**src/rtl/rob_commit_queue.sv**
```systemverilog
// ============================================================================
// Module   : rob_commit_queue
// Purpose  : Circular reorder buffer that retires results in program order
//            and raises a one-cycle flush on a mispredicted head branch.
// Revision : 1.0 - initial release
// ============================================================================
`default_nettype none

module rob_commit_queue #(
  parameter int DEPTH = 16,
  parameter int TAG_W = 4
) (
  input  logic             clk,
  input  logic             rst,
  input  logic             rdy,
  input  logic             issue_valid,
  input  logic [4:0]       issue_rd,
  input  logic             issue_is_branch,
  input  logic             issue_pred_taken,
  input  logic [31:0]      issue_pc,
  output logic             issue_ready,
  output logic [TAG_W-1:0] issue_tag,
  input  logic             wb_valid,
  input  logic [TAG_W-1:0] wb_tag,
  input  logic [31:0]      wb_value,
  input  logic             wb_taken,
  input  logic [31:0]      wb_target,
  input  logic [TAG_W-1:0] q_tag,
  output logic             q_ready,
  output logic [31:0]      q_value,
  output logic             commit_valid,
  output logic [TAG_W-1:0] commit_tag,
  output logic [4:0]       commit_rd,
  output logic [31:0]      commit_value,
  output logic             flush,
  output logic [31:0]      flush_pc,
  output logic [TAG_W:0]   count
);

  localparam logic [TAG_W:0]   c_full    = DEPTH[TAG_W:0];
  localparam logic [TAG_W:0]   c_cnt_one = 1;
  localparam logic [TAG_W-1:0] c_tag_one = 1;
  localparam logic [31:0]      c_pc_step = 32'd4;

  // Control state: pointers, occupancy and per-entry status flags
  logic [TAG_W-1:0] r_head;
  logic [TAG_W-1:0] r_tail;
  logic [TAG_W:0]   r_count;
  logic [DEPTH-1:0] r_busy;
  logic [DEPTH-1:0] r_done;

  // Entry payload (no reset needed; qualified by busy/done)
  logic [DEPTH-1:0] r_is_br;
  logic [DEPTH-1:0] r_pred;
  logic [DEPTH-1:0] r_taken;
  logic [4:0]       r_rd     [DEPTH];
  logic [31:0]      r_pc     [DEPTH];
  logic [31:0]      r_value  [DEPTH];
  logic [31:0]      r_target [DEPTH];

  // Registered outputs
  logic             r_commit_valid;
  logic [TAG_W-1:0] r_commit_tag;
  logic [4:0]       r_commit_rd;
  logic [31:0]      r_commit_value;
  logic             r_flush;
  logic [31:0]      r_flush_pc;

  logic w_alloc;
  logic w_wb;
  logic w_commit;
  logic w_mispred;

  assign issue_ready = (r_count != c_full) && !r_flush;
  assign issue_tag   = r_tail;

  assign w_alloc   = rdy && issue_valid && issue_ready;
  assign w_wb      = rdy && wb_valid && r_busy[wb_tag];
  assign w_commit  = rdy && r_busy[r_head] && r_done[r_head];
  assign w_mispred = w_commit && r_is_br[r_head] && (r_taken[r_head] != r_pred[r_head]);

  assign q_ready = r_busy[q_tag] && r_done[q_tag];
  assign q_value = r_value[q_tag];

  assign commit_valid = r_commit_valid;
  assign commit_tag   = r_commit_tag;
  assign commit_rd    = r_commit_rd;
  assign commit_value = r_commit_value;
  assign flush        = r_flush;
  assign flush_pc     = r_flush_pc;
  assign count        = r_count;

  always_ff @(posedge clk or posedge rst) begin
    if (rst) begin
      r_head         <= '0;
      r_tail         <= '0;
      r_count        <= '0;
      r_busy         <= '0;
      r_done         <= '0;
      r_commit_valid <= 1'b0;
      r_commit_tag   <= '0;
      r_commit_rd    <= '0;
      r_commit_value <= '0;
      r_flush        <= 1'b0;
      r_flush_pc     <= '0;
    end else if (!rdy) begin
      r_commit_valid <= 1'b0;
      r_flush        <= 1'b0;
    end else begin
      r_commit_valid <= w_commit;
      r_flush        <= w_mispred;
      if (w_commit) begin
        r_commit_tag   <= r_head;
        r_commit_rd    <= r_rd[r_head];
        r_commit_value <= r_value[r_head];
      end
      if (w_mispred) begin
        // A flush wipes the whole window, including any same-edge alloc/writeback
        r_flush_pc <= r_taken[r_head] ? r_target[r_head] : (r_pc[r_head] + c_pc_step);
        r_busy     <= '0;
        r_done     <= '0;
        r_head     <= '0;
        r_tail     <= '0;
        r_count    <= '0;
      end else begin
        if (w_wb) begin
          r_done[wb_tag] <= 1'b1;
        end
        if (w_alloc) begin
          r_busy[r_tail] <= 1'b1;
          r_done[r_tail] <= 1'b0;
          r_tail         <= r_tail + c_tag_one;
        end
        // Retire last so it wins over a repeated writeback to the head
        if (w_commit) begin
          r_busy[r_head] <= 1'b0;
          r_done[r_head] <= 1'b0;
          r_head         <= r_head + c_tag_one;
        end
        case ({w_alloc, w_commit})
          2'b10:   r_count <= r_count + c_cnt_one;
          2'b01:   r_count <= r_count - c_cnt_one;
          default: r_count <= r_count;
        endcase
      end
    end
  end

  always_ff @(posedge clk) begin
    if (rdy) begin
      if (w_alloc) begin
        r_rd[r_tail]    <= issue_rd;
        r_pc[r_tail]    <= issue_pc;
        r_is_br[r_tail] <= issue_is_branch;
        r_pred[r_tail]  <= issue_pred_taken;
      end
      if (w_wb) begin
        r_value[wb_tag]  <= wb_value;
        r_taken[wb_tag]  <= wb_taken;
        r_target[wb_tag] <= wb_target;
      end
    end
  end

endmodule

`default_nettype wire

```
**config.mk**
```make
export PLATFORM = sky130hd
export DESIGN_NAME = rob_commit_queue
export DESIGN_NICKNAME = d
export VERILOG_FILES = /design/src/rtl/rob_commit_queue.sv
export SDC_FILE = /design/constraint.sdc
export NUM_CORES = 2
export LEC_CHECK = 0
export ABC_AREA = 0
export CORE_MARGIN = 2
export CORE_UTILIZATION = 50
export CTS_CLUSTER_SIZE = 12
export DETAILED_ROUTE_END_ITERATION = 12
export PLACE_DENSITY = 0.67
export SLEW_MARGIN = 15
export SYNTH_ARGS = -nofsm -noshare
export SYNTH_HDL_FRONTEND = slang
export SYNTH_SLANG_ARGS = --single-unit
```
**constraint.sdc**
```tcl
create_clock -name clk -period 8.2 [get_ports clk]
set_input_delay 1.23 -clock clk [delete_from_list [all_inputs] [get_ports clk]]
set_output_delay 1.23 -clock clk [all_outputs]
set_load 0.1 [all_outputs]
```
== After elaboration in Yosys (flattened, before gate mapping) ==
Memory sizes are Yosys's and may differ from the RTL's. A register that Yosys moved wholly into a read port is not among the register bits.
Cells that the tools add are included.

* Divide/modulo/power cells: 0
* Shifts and indexed selects: 0
* $add $sub $neg: 5
* Eq/ne operators: 4
* Bitwise gates (word level): 7
* Reductions and logical operators: 24
* $mul: 0
* Magnitude comparators: 7
* Mux-type cells: 53

{| class="wikitable"
|+ Operator list
! kind !! count
|-
| two-way mux 16 bit || 13
|-
| bitwise AND 16 bit || 3
|-
| bitwise mux 16 bit || 3
|-
| adder 32 x 3 -> 32 bit (second input constant) || 1
|-
| binary-select mux 1 bit (select 4 bit) || 8
|-
| two-way mux 32 bit || 1
|-
| NOT 16 bit || 2
|-
| bitwise OR 16 bit || 2
|-
| < comparator 4 x 5 -> 1 bit (second input constant) || 4
|-
| two-way mux 1 bit || 19
|-
| two-way mux 4 bit || 4
|-
| AND reduction 2 bit || 7
|-
| logical AND 1 bit || 13
|-
| demux 1 bit (select 4 bit) || 3
|-
| >= comparator 4 x 1 -> 1 bit (second input constant) || 3
|-
| one-hot mux 5 bit (2 select lines) || 1
|-
| adder 4 x 1 -> 4 bit (second input constant) || 2
|-
| adder 5 x 1 -> 5 bit (second input constant) || 1
|-
| two-way mux 5 bit || 1
|-
| != test 5 bit (second input constant) || 1
|-
| subtractor 5 x 1 -> 5 bit (second input constant) || 1
|-
| nonzero test 2 bit || 2
|-
| nonzero test 3 bit || 1
|-
| == test 2 x 1 -> 1 bit (second input constant) || 1
|-
| other kinds (3) || 3
|}

* Latch bits: 0
* Memories kept: 4
* Input bits: 117
* Bits in read-only memories: 0
* Register bits: 131
* Memory bits (writable): 1616
* Output and inout port bits: 118
* Word-level logic and storage cells: 116

{| class="wikitable"
|+ Memory list
! memory !! words !! width !! read ports !! clocked after Yosys merged registers in !! write ports !! line !! RTL
|-
| r_pc || 16 || 32 || 1 || 0 || 1 || 57 || <nowiki>logic [31:0] r_pc [DEPTH];</nowiki>
|-
| r_target || 16 || 32 || 1 || 0 || 1 || 59 || <nowiki>logic [31:0] r_target [DEPTH];</nowiki>
|-
| r_value || 16 || 32 || 2 || 1 || 1 || 58 || <nowiki>logic [31:0] r_value [DEPTH];</nowiki>
|-
| r_rd || 16 || 5 || 1 || 1 || 1 || 56 || <nowiki>logic [4:0] r_rd [DEPTH];</nowiki>
|}

== Logic depth before layout (Yosys ltp) ==
* Depth after elaboration: 15
* Gate-level depth with buffers: 15
* Depth with buffers taken out: 12

== Worst setup path after synthesis ==
No wires, ideal clock.

* Path kind: input to register
* Start point: input wb_tag[0]
* End point: register r_taken[2], enable pin
* Path slack: 877 ps
* Arrival: 6739 ps
* Library setup time: 584 ps
* Stages: 4
* Cell sequence: clkbuf_1 -> mux4_2 -> nand3b_1 -> nor3b_1

* Cells in the longest elaborated chain, start to end: 4

{| class="wikitable"
|+ RTL lines
! what !! line !! RTL
|-
| start: declaration || 24 || <nowiki>input logic [TAG_W-1:0] wb_tag,</nowiki>
|-
| binary-select mux 1 bit (select 4 bit) || 78 || <nowiki>assign w_wb = rdy && wb_valid && r_busy[wb_tag];</nowiki>
|-
| two-way mux 1 bit (not written as such) || 78 ||
|-
| logical AND 1 bit || 78 ||
|-
| AND reduction 2 bit (no line) || -- ||
|-
| end signal: indexed assignment || 159 || <nowiki>r_taken[wb_tag] <= wb_taken;</nowiki>
|-
| end: declaration || 55 || <nowiki>logic [DEPTH-1:0] r_taken;</nowiki>
|}

No other way between the ends. The select of a mux whose other input is x is not followed.
A chain may end at the register's enable or synchronous reset.

== Worst setup path after layout ==
* Start point: input q_tag[0]
* End point: output q_value[30]

* Cells in the longest elaborated chain, start to end: 1

{| class="wikitable"
|+ RTL lines
! what !! line !! RTL
|-
| start: declaration || 28 || <nowiki>input logic [TAG_W-1:0] q_tag,</nowiki>
|-
| memory read (16 x 32 bit) || -- ||
|-
| end: declaration || 30 || <nowiki>output logic [31:0] q_value,</nowiki>
|}

No other way between the ends.

==> results_dict.tcl <==
set metrics [dict create \
    die_w_um 385 \
    die_area_mm2 0.148 \
    clockRootBuffer "clkbuf_16" \
    drv_slew 0 \
    criticalPathCategory "in -> out" \
    fmax_ghz 0.169 \
    core_mm2 0.144 \
    synthFlopType "edfxtp_1" \
    synth_area_mm2 0.0725 \
    cts_tree "built" \
    place_congestion 0.832 \
    areaGrowthSynthToFinish_pct 14.0 \
    finalCritPeriodShare_pct 72.3 \
    avgSynthCellArea_um2 22.6 \
    muxShareOfSynthArea_pct 21.4 \
    rsz0062_at_grt "false" \
    ios 235 \
    drive_gt1_share_pct 29.2 \
    regArea_mm2 0.0530 \
    slew_headroom_pct 18.4 \
    initial_utilization_pct 50.4 \
    row_count 139 \
    grt_pass1_vias 37000 \
    synth_top_family_by_area "multiplexers" \
    syn_nets 3340 \
    multi_input_area_mm2 0.0186 \
    whs_ps 487 \
    crit_arrival_ps 4700 \
    dpl.hpwl_um 99600 \
    wirelength_um 182000 \
    cts_buffers 182 \
    min_period_ps 5930 \
    drt-vias-per-instance 6.47 \
    antenna_found_initial 23 \
    portBuffers 234 \
    grt_first_pass_wirelength_um 261000 \
    async_flop_share_pct 6.73 \
    place_ws_ps 2230 \
    drv_cap 0 \
    synth_cell_types 58 \
    crit_path_end_kind "output port" \
    htreeDepth 4 \
    setup_viol 0 \
    grt_max_degree 135 \
    synth_edf_count 1664 \
    postRouteAntennaNets 0 \
    post_drt_wl_per_cell_um 32.6 \
    synth-seq-cells 1784 \
    fin_ws_ps 2270 \
    drtIter0Drc 4279 \
    final_common_cell "edfxtp_1" \
    tightest_slew_ps 1220 \
    clock-sinks 1784 \
    drt_pass1_iterations 6 \
    path_max_fanout 77 \
    fillers 10300 \
    status "complete, no violations" \
    peakVddDrop_mv 0.286 \
    synthCells 3212 \
    yosys.area_share.simple_pct 1.92 \
    die_h_um 385 \
    cts_setup_buffers 0 \
    overflow 0 \
    setup_tns_ps 0 \
    synth_xor_area_share_pct 0.363 \
    cts_buffer_depth 3 \
    hold_violations 0 \
    nNetsFinal 3650 \
    critPathRequiredTime_ps 6970 \
    synth_compound_area_share_pct 1.48 \
    final_cell_mix "edfxtp_1 (1664), mux4_2 (658), clkdlybuf4s50_1 (229)" \
    start_kind "input port" \
    clkTransAtPathRegs_ps 60 \
    synth_warnings 0 \
    cts_hold_buf 0 \
    synth_fa_ha_area_share_pct 0.190 \
    insertion_delay_ps 810 \
    fin_skew_ps 37.8 \
    yosysSeqAreaShare_pct 73.1 \
    num_vias 36100 \
    drc 0 \
    cts.repair.resized 0 \
    grt_usage_pct 24.8 \
    p_per_area_mw_per_mm2 317 \
    power.leakage_nw 25.9 \
    hold_path_class "reg -> reg" \
]
## stage by stage
stage / utilization, % / instance area [um2] / total power, mW / instances
5_1_grt: 57.4 / 82600 / 27.1 / 5575
3_5_place_dp: 53.6 / 77100 / 18.7 / 5239
3_3_place_gp: 53.6 / 77100 / 18.6 / 5239
4_1_cts: 57.4 / 82500 / 26.3 / 5569
6_report: 57.4 / 82600 / 26.2 / 5580
2_1_floorplan: - / 72500 / 16.7 / 3212
## layout make-up
| type | instances | share of cell area [%] |
|---|---|---|
| sequential | 1784 | 64.1 |
| multi-input combinational | 1222 | 22.6 |
| clock buffer | 276 | 6.14 |
| timing repair buffer | 320 | 3.74 |
| tap | 1903 | 2.88 |
| clock inverter | 54 | 0.447 |
| inverter | 12 | 0.0606 |
| antenna | 9 | 0.0273 |
## synthesized netlist by cell type, types with 9 or more instances
cell / number / area, um2
a21oi_1: 18 / 90.1
a22oi_1: 49 / 368
and3_1: 9 / 56.3
buf_1: 37 / 139
buf_2: 38 / 190
buf_4: 27 / 203
buf_6: 21 / 236
clkbuf_1: 69 / 259
dfrtp_1: 120 / 3000
edfxtp_1: 1664 / 50000
ha_1: 11 / 138
inv_1: 11 / 41.3
mux2_2: 39 / 439
mux2i_1: 12 / 120
mux4_2: 658 / 14800
nand2_1: 89 / 334
nand3_1: 29 / 145
nand4_1: 14 / 87.6
nor2_1: 101 / 379
nor3_1: 26 / 130
o21ai_0: 53 / 265
xnor2_1: 9 / 78.8
xor2_1: 21 / 184
## logic make-up after synthesis
kind of cell | Yosys count
compound gates | 163
buf+inv | 206
simple gates | 303
fa+ha+maj | 11
mux | 715
xor+xnor | 30
flops | 1784
## routing by layer
| metal | GRT usage [%] | vias to the layer above | share of wire, % |
|---|---|---|---|
| met5 | 0 | - | 0.094 |
| met4 | 7.38 | 26 | 2.5 |
| met3 | 5.75 | 337 | 8.9 |
| met1 | 34.0 | 19600 | 39 |
| met2 | 40.1 | 1753 | 50 |
| li1 | - | 14400 | - |
## critical path, stage by stage
cell	delay, ps
clkbuf_8	740
buf_12	480
mux4_2	570
mux4_2	480
clkdlybuf4s50_1	1110
## worst paths after layout
check / from / to / slack (ps) / cells past startpoint
max: q_tag[0] / q_value[30] / 2270 / 5
min: flush_pc[4] / flush_pc[4] / 490 / 2
max reg2reg: r_head[1] / r_done[7] / 2870 / 9
min reg2reg: flush_pc[4] / flush_pc[4] / 490 / 2
max in group asynchronous: rst / r_head[3] / 5690 / 3
min in group asynchronous: rst / commit_rd[2] / 980 / 2
## report_power, final
part	internal, mW	switching [mW]
clock network	4.32	3.33
logic	3.13	4.59
registers	10.4	0.421
## state kept, by name, summed over array words and instances, names as in the netlist, 5 cells and up
name / count
commit_rd: 5
commit_value: 32
count: 5
flush_pc: 32
r_busy: 16
r_done: 16
r_is_br: 16
r_pc: 512
r_pred: 16
r_rd: 80
r_taken: 16
r_target: 512
r_value: 512
Power figures use the tool's default switching activity.
